File: config.mk
export PLATFORM = sky130hd
export DESIGN_NAME = ysyx_22050243_gpr_wb_sched
export DESIGN_NICKNAME = d
export VERILOG_FILES = /design/src/rtl/ysyx_22050243_pkg.sv /design/src/rtl/ysyx_22050243_arb2.sv /design/src/rtl/ysyx_22050243_gpr_wb_sched.sv
export SDC_FILE = /design/constraint.sdc
export NUM_CORES = 1
export LEC_CHECK = 0
export ABC_AREA = 1
export ABC_CLOCK_PERIOD_IN_PS = 3360
export CORE_AREA = 3 3 119 121
export DETAILED_ROUTE_END_ITERATION = 6
export DIE_AREA = 0 0 122 124
export GPL_TIMING_DRIVEN = 0
export PLACE_DENSITY = 0.88
export SYNTH_ARGS = -nofsm -noshare
export SYNTH_HDL_FRONTEND = slang
export SYNTH_HIERARCHICAL = 1
export SYNTH_SLANG_ARGS = --single-unit
File: constraint.sdc
create_clock -name clk -period 3.36 [get_ports clk]
set_clock_uncertainty 0.1 [all_clocks]
set_input_delay 0.504 -clock clk [delete_from_list [all_inputs] [get_ports clk]]
set_output_delay 0.504 -clock clk [all_outputs]
set_load 0.005 [all_outputs]
File: src/rtl/ysyx_22050243_pkg.sv
// Shared GPR geometry and write-back source identifiers for the ysyx_22050243 core.
package ysyx_22050243_pkg;

    localparam int GPR_ADDR_WIDTH = 5;
    localparam int GPR_DATA_WIDTH = 64;
    localparam int GPR_NUM        = 2 ** GPR_ADDR_WIDTH;

    localparam logic WB_SRC_EXU = 1'b0;
    localparam logic WB_SRC_LSU = 1'b1;

endpackage : ysyx_22050243_pkg

File: src/rtl/ysyx_22050243_arb2.sv
// Two-way write-back arbiter (EXU vs LSU). Round-robin when YSYX_22050243_WB_RR_EN
// is defined, otherwise fixed priority with LSU over EXU.
module ysyx_22050243_arb2
    import ysyx_22050243_pkg::*;
(
    input  logic clk,
    input  logic rst_n,
    input  logic exu_req_i,
    input  logic lsu_req_i,
    output logic exu_gnt_o,
    output logic lsu_gnt_o
);

`ifdef YSYX_22050243_WB_RR_EN
    logic last_q;
    logic last_d;

    // NOTE: every output of a combinational block gets a default first, so no path can infer a latch.
    always_comb begin
        exu_gnt_o = 1'b0;
        lsu_gnt_o = 1'b0;
        last_d    = last_q;
        if (exu_req_i && lsu_req_i) begin
            if (last_q == WB_SRC_EXU) lsu_gnt_o = 1'b1;
            else                      exu_gnt_o = 1'b1;
        end else begin
            exu_gnt_o = exu_req_i;
            lsu_gnt_o = lsu_req_i;
        end
        // The write stage never back-pressures, so every grant is a handshake.
        if (exu_gnt_o)      last_d = WB_SRC_EXU;
        else if (lsu_gnt_o) last_d = WB_SRC_LSU;
    end

    // NOTE: sequential state uses non-blocking assignments; reset is synchronous, sampled on the edge.
    always_ff @(posedge clk) begin
        if (!rst_n) last_q <= WB_SRC_LSU;   // "last was LSU" makes EXU the first preferred winner
        else        last_q <= last_d;
    end
`else
    assign lsu_gnt_o = lsu_req_i;
    assign exu_gnt_o = exu_req_i & ~lsu_req_i;

    // Fixed priority is stateless; the clock and reset ports are kept for a uniform interface.
    logic unused_clk_rst;
    assign unused_clk_rst = clk ^ rst_n;
`endif

endmodule : ysyx_22050243_arb2

File: src/rtl/ysyx_22050243_gpr_wb_sched.sv
// GPR write-back scheduler: arbitrates EXU/LSU onto one registered write port and keeps a
// busy scoreboard that stalls issue on RAW/WAW hazards. Arbitration mode: YSYX_22050243_WB_RR_EN.
module ysyx_22050243_gpr_wb_sched
    import ysyx_22050243_pkg::*;
#(
    parameter int ADDR_WIDTH = GPR_ADDR_WIDTH,
    parameter int DATA_WIDTH = GPR_DATA_WIDTH,
    parameter int NUM_REGS   = GPR_NUM
) (
    input  logic                  clk,
    input  logic                  rst_n,
    input  logic                  exu_valid,
    output logic                  exu_ready,
    input  logic [ADDR_WIDTH-1:0] exu_rd,
    input  logic [DATA_WIDTH-1:0] exu_data,
    input  logic                  lsu_valid,
    output logic                  lsu_ready,
    input  logic [ADDR_WIDTH-1:0] lsu_rd,
    input  logic [DATA_WIDTH-1:0] lsu_data,
    input  logic                  iss_valid,
    input  logic                  iss_wr,
    input  logic [ADDR_WIDTH-1:0] iss_rd,
    input  logic                  iss_rs1_en,
    input  logic                  iss_rs2_en,
    input  logic [ADDR_WIDTH-1:0] iss_rs1,
    input  logic [ADDR_WIDTH-1:0] iss_rs2,
    output logic                  stall,
    output logic                  w_en,
    output logic [ADDR_WIDTH-1:0] w_addr,
    output logic [DATA_WIDTH-1:0] w_data
);

    logic [NUM_REGS-1:0]   busy_q, busy_d;
    logic                  w_en_q, w_en_d;
    logic [ADDR_WIDTH-1:0] w_addr_q, w_addr_d;
    logic [DATA_WIDTH-1:0] w_data_q, w_data_d;

    logic                  wb_fire;
    logic [ADDR_WIDTH-1:0] wb_rd;
    logic [DATA_WIDTH-1:0] wb_data;
    logic                  iss_fire;

    // Requests are masked during reset so no grant is issued while the pipeline is being cleared.
    ysyx_22050243_arb2 u_arb2 (
        .clk       (clk),
        .rst_n     (rst_n),
        .exu_req_i (exu_valid & rst_n),
        .lsu_req_i (lsu_valid & rst_n),
        .exu_gnt_o (exu_ready),
        .lsu_gnt_o (lsu_ready)
    );

    assign wb_fire = exu_ready | lsu_ready;
    assign wb_rd   = lsu_ready ? lsu_rd   : exu_rd;
    assign wb_data = lsu_ready ? lsu_data : exu_data;

    assign stall = iss_valid & ((iss_rs1_en & busy_q[iss_rs1]) |
                                (iss_rs2_en & busy_q[iss_rs2]) |
                                (iss_wr     & busy_q[iss_rd]));

    assign iss_fire = iss_valid & ~stall & iss_wr & (iss_rd != '0);

    always_comb begin
        busy_d = busy_q;
        if (wb_fire)  busy_d[wb_rd]  = 1'b0;
        if (iss_fire) busy_d[iss_rd] = 1'b1;
        busy_d[0] = 1'b0;

        w_en_d   = wb_fire & (wb_rd != '0);
        w_addr_d = wb_fire ? wb_rd   : w_addr_q;
        w_data_d = wb_fire ? wb_data : w_data_q;
    end

    always_ff @(posedge clk) begin
        if (!rst_n) begin
            busy_q   <= '0;
            w_en_q   <= 1'b0;
            w_addr_q <= '0;
            w_data_q <= '0;
        end else begin
            busy_q   <= busy_d;
            w_en_q   <= w_en_d;
            w_addr_q <= w_addr_d;
            w_data_q <= w_data_d;
        end
    end

    assign w_en   = w_en_q;
    assign w_addr = w_addr_q;
    assign w_data = w_data_q;

endmodule : ysyx_22050243_gpr_wb_sched
==> metrics.csv <==
stage;metric;value;unit
critical_path;path_common_cell;nand2_1;
critical_path;worstSetupEndpoint;stall;
cts;cts.sinks;101;
detailed_routing;vias;7157;
critical_path;path_depth;12;
power_and_ir_drop;power.internal;2.14;mW
synth;yosysWarnings;6;
power_and_ir_drop;p_comb_share;23.8;%
synth;ys_seq_elements;101;
critical_path;crit_path_start;iss_rd[4];
detailed_routing;drc;0;
floorplanning;io_pins;234;
power_and_ir_drop;swShare;28.0;%
power_and_ir_drop;clkPwrFrac;33.0;%
cts;cts_tree;done;
critical_path;cp.required;2.76;ns
power_and_ir_drop;power.switching;0.833;mW
critical_path;crit_path_max_incr_delay;0.58;ns
power_and_ir_drop;p_per_area;345;mW/mm2
cts;cts_setup_buffers;0;
timing;drv_slew;0;
floorplanning;dieArea;0.0151;mm2
layout;n_antenna_cell;0;
timing;max_freq;312;MHz
critical_path;r2r-start;busy_q[19];
critical_path;setup.worst_path.end_class;output port;
timing;min_period_over_period;95.3;%
critical_path;path_cells;clkdlybuf4s50_1 > inv_1 > nor3_1 > nand2_1 > nand2_1 > nor2_1 > nand2_1 > nand2_1 > nand2_1 > o21ai_1 > inv_1 > clkdlybuf4s50_1;
grt;grt_pass1_vias;6478;
detailed_routing;wl;21300;um
grt;grt_pass1_wl;32400;um
detailed_routing;vias_per_cell;5.11;
place;place_congestion;0.947;
layout;nets;1381;
critical_path;cp_max_fo;5;
worst_hold_path;hold_class;reg2reg;
floorplanning;core_area;0.0132;mm2
synth;synth_area;0.00579;mm2
cts;cts-buffers-inserted;9;
detailed_routing;drt_iter0_drc;461;
synth;yosysSeqAreaShare;34.9;%
detailed_routing;ant_nets;0;
timing;fin_setup_tns;0;ns
critical_path;path_class;in2out;
timing;hold_violations;0;
timing;whs;0.376;ns
floorplanning;rows;42;
critical_path;crit_family;buffers and inverters;
timing;worstMarginPinSlew;0.757;ns
layout;syn_to_final_growth;48.7;%
cts;worstSkewPairLatency;0.34;ns
place;place_ws;0.0180;ns
power_and_ir_drop;p_total;2.97;mW
timing;rsz0062_at_grt;no;
grt;antenna_found_initial;1;
critical_path;critPathLaunchType;input port;
cts;htreeDepth;3;
critical_path;slowest_stage;clkdlybuf4s50_1;
floorplanning;die_w;122;um
detailed_routing;wl_per_cell;15.2;um
grt;grt_max_degree;17;
critical_path;reg2reg_to;busy_q[22];
power_and_ir_drop;power_frac_seq;43.2;%
layout;finish.utilization;65.3;%
synth;ys_types;20;
power_and_ir_drop;leakagePower;3.90;nW
synth;syn_inst;979;
timing;fin_crit;3.20;ns
timing;finalSetupViolCount;0;
outcome;outcome;finished clean;
grt;grt_overflow;0;
critical_path;critPathArrivalTime;2.60;ns
floorplanning;die_h;124;um
critical_path;r2r_cells;14;
power_and_ir_drop;vdd_ir_drop_max;0.217;mV
timing;slew_headroom;49.0;%
place;dpl.hpwl;16800;um
place;numPortBuffers;230;
flow_run;drv_cap;0;
critical_path;ff2ff_setup_slack;1.41;ns
grt;track_usage;26.9;%
detailed_routing;firstDrtPassIters;7;
cts;cts_buffer_depth;2;
cts;ctsRootBufferMaster;clkbuf_16;
synth;synth_nets;1140;
timing;fin_ws;0.156;ns
layout;drive_above_1_share;3.43;%
cts;clk_pin_slew;0.07;ns
floorplanning;start_util;43.9;%
critical_path;path_buf_inv;4;
synth;syn-mean-instance-area;5.92;um2
==> tightest hold or removal path, cell delays in order (launching register included) <==
cell	delay, ns
dfxtp_1	0.31
nand2_1	0.06
a21oi_1	0.06
==> layout make-up <==
class | instances | area (um2)
Tap cell | 176 | 220
Fill cell | 1168 | 4570
Multi-Input combinational cell | 694 | 3050
Clock inverter | 5 | 36.3
Inverter | 126 | 473
Timing Repair Buffer | 230 | 2310
Clock buffer | 11 | 243
Buffer | 58 | 265
Sequential cell | 101 | 2020
==> timing repair <==
item	CTS	global route
endpoints found under the setup margin	0	1
hold buffers	0	0
resized for setup	0	9
==> routing by layer <==
layer | global-route usage, % | vias to the layer above | share of wire (%)
met4 | 7.98 | 2 | 2.6
met1 | 30.6 | 3183 | 38
met3 | 7.63 | 48 | 9.1
met2 | 48.9 | 334 | 51
li1 | - | 3590 | -
met5 | 0 | - | 0.042
==> cells in the mapped netlist <==
cell / n / area [um2]
nand3_1: 212 / 1060
inv_1: 124 / 465
o21ai_1: 6 / 30.0
dfxtp_1: 101 / 2020
or2_2: 4 / 25.0
o21ai_0: 57 / 285
buf_1: 6 / 22.5
mux2i_1: 1 / 10.0
clkbuf_1: 35 / 131
nand2_2: 1 / 6.26
nand3b_1: 1 / 7.51
a21oi_1: 43 / 215
inv_2: 2 / 7.51
nor2_1: 46 / 173
nand2_1: 312 / 1170
nor2_2: 2 / 12.5
buf_2: 11 / 55.1
nor3_1: 8 / 40.0
buf_4: 6 / 45.0
o211ai_1: 1 / 7.51
==> sequential cells by signal, indices dropped and copies added, names as in the netlist <==
register,count
busy_q,31
w_addr,5
w_en,1
w_data,64
==> cell usage in the layout (no fill, tap or decap) <==
master,n
nor2_1,46
clkinvlp_4,3
o21ai_1,7
a21oi_1,43
inv_1,123
or2_2,4
nand3_1,212
clkbuf_4,3
clkbuf_1,36
buf_1,6
buf_6,1
nor2_2,2
o211ai_1,1
dlymetal6s2s_1,2
clkinv_2,1
clkdlybuf4s50_1,228
clkbuf_8,1
nor3_1,8
dfxtp_1,101
nand3b_1,1
buf_2,8
clkbuf_16,9
buf_4,5
nand2_1,312
o21ai_0,56
inv_2,3
clkinv_4,1
nand2_4,1
mux2i_1,1
==> how the worst min path moves through the flow <==
stage / slack [ns] / to / startpoint / cells past startpoint
final: 0.38 / w_addr[1] / w_addr[1] / 2
after global routing: 0.41 / w_addr[1] / w_addr[1] / 2
after CTS: 0.38 / w_addr[1] / w_addr[1] / 2
after detailed placement: 0.37 / w_addr[1] / w_addr[1] / 2
after global placement: 0.35 / w_addr[1] / w_addr[1] / 2
after floorplan: 0.35 / busy_q[24] / busy_q[24] / 2
==> power groups by stage <==
| stage | clock, mW | sequential (mW) | combinational (mW) |
|---|---|---|---|
| after global placement | 0 | 1.31 | 0.690 |
| after floorplan | 0 | 1.31 | 0.292 |
| after detailed placement | 0 | 1.31 | 0.699 |
| after global routing | 1.04 | 1.29 | 0.771 |
| after CTS | 0.993 | 1.28 | 0.704 |
| final | 0.980 | 1.29 | 0.709 |
==> metrics by stage <==
stage	cells	cell area, um2
finish	1401	8620
global route	1401	8620
CTS	1401	8590
detailed placement	1385	8320
global placement	1385	8320
floorplan	979	5790
==> cells by family (layout without fill, tap and decap cells) <==
logic type	count (synthesis)	in the layout	share of synthesized area (%)
buffers and inverters	184	430	12.5
muxes	1	1	0.173
DFF	101	101	34.9
AOI/OAI and AO/OA	107	107	9.29
and+or+nand+nor	586	586	43.1
(Power assumes the default switching activity.)
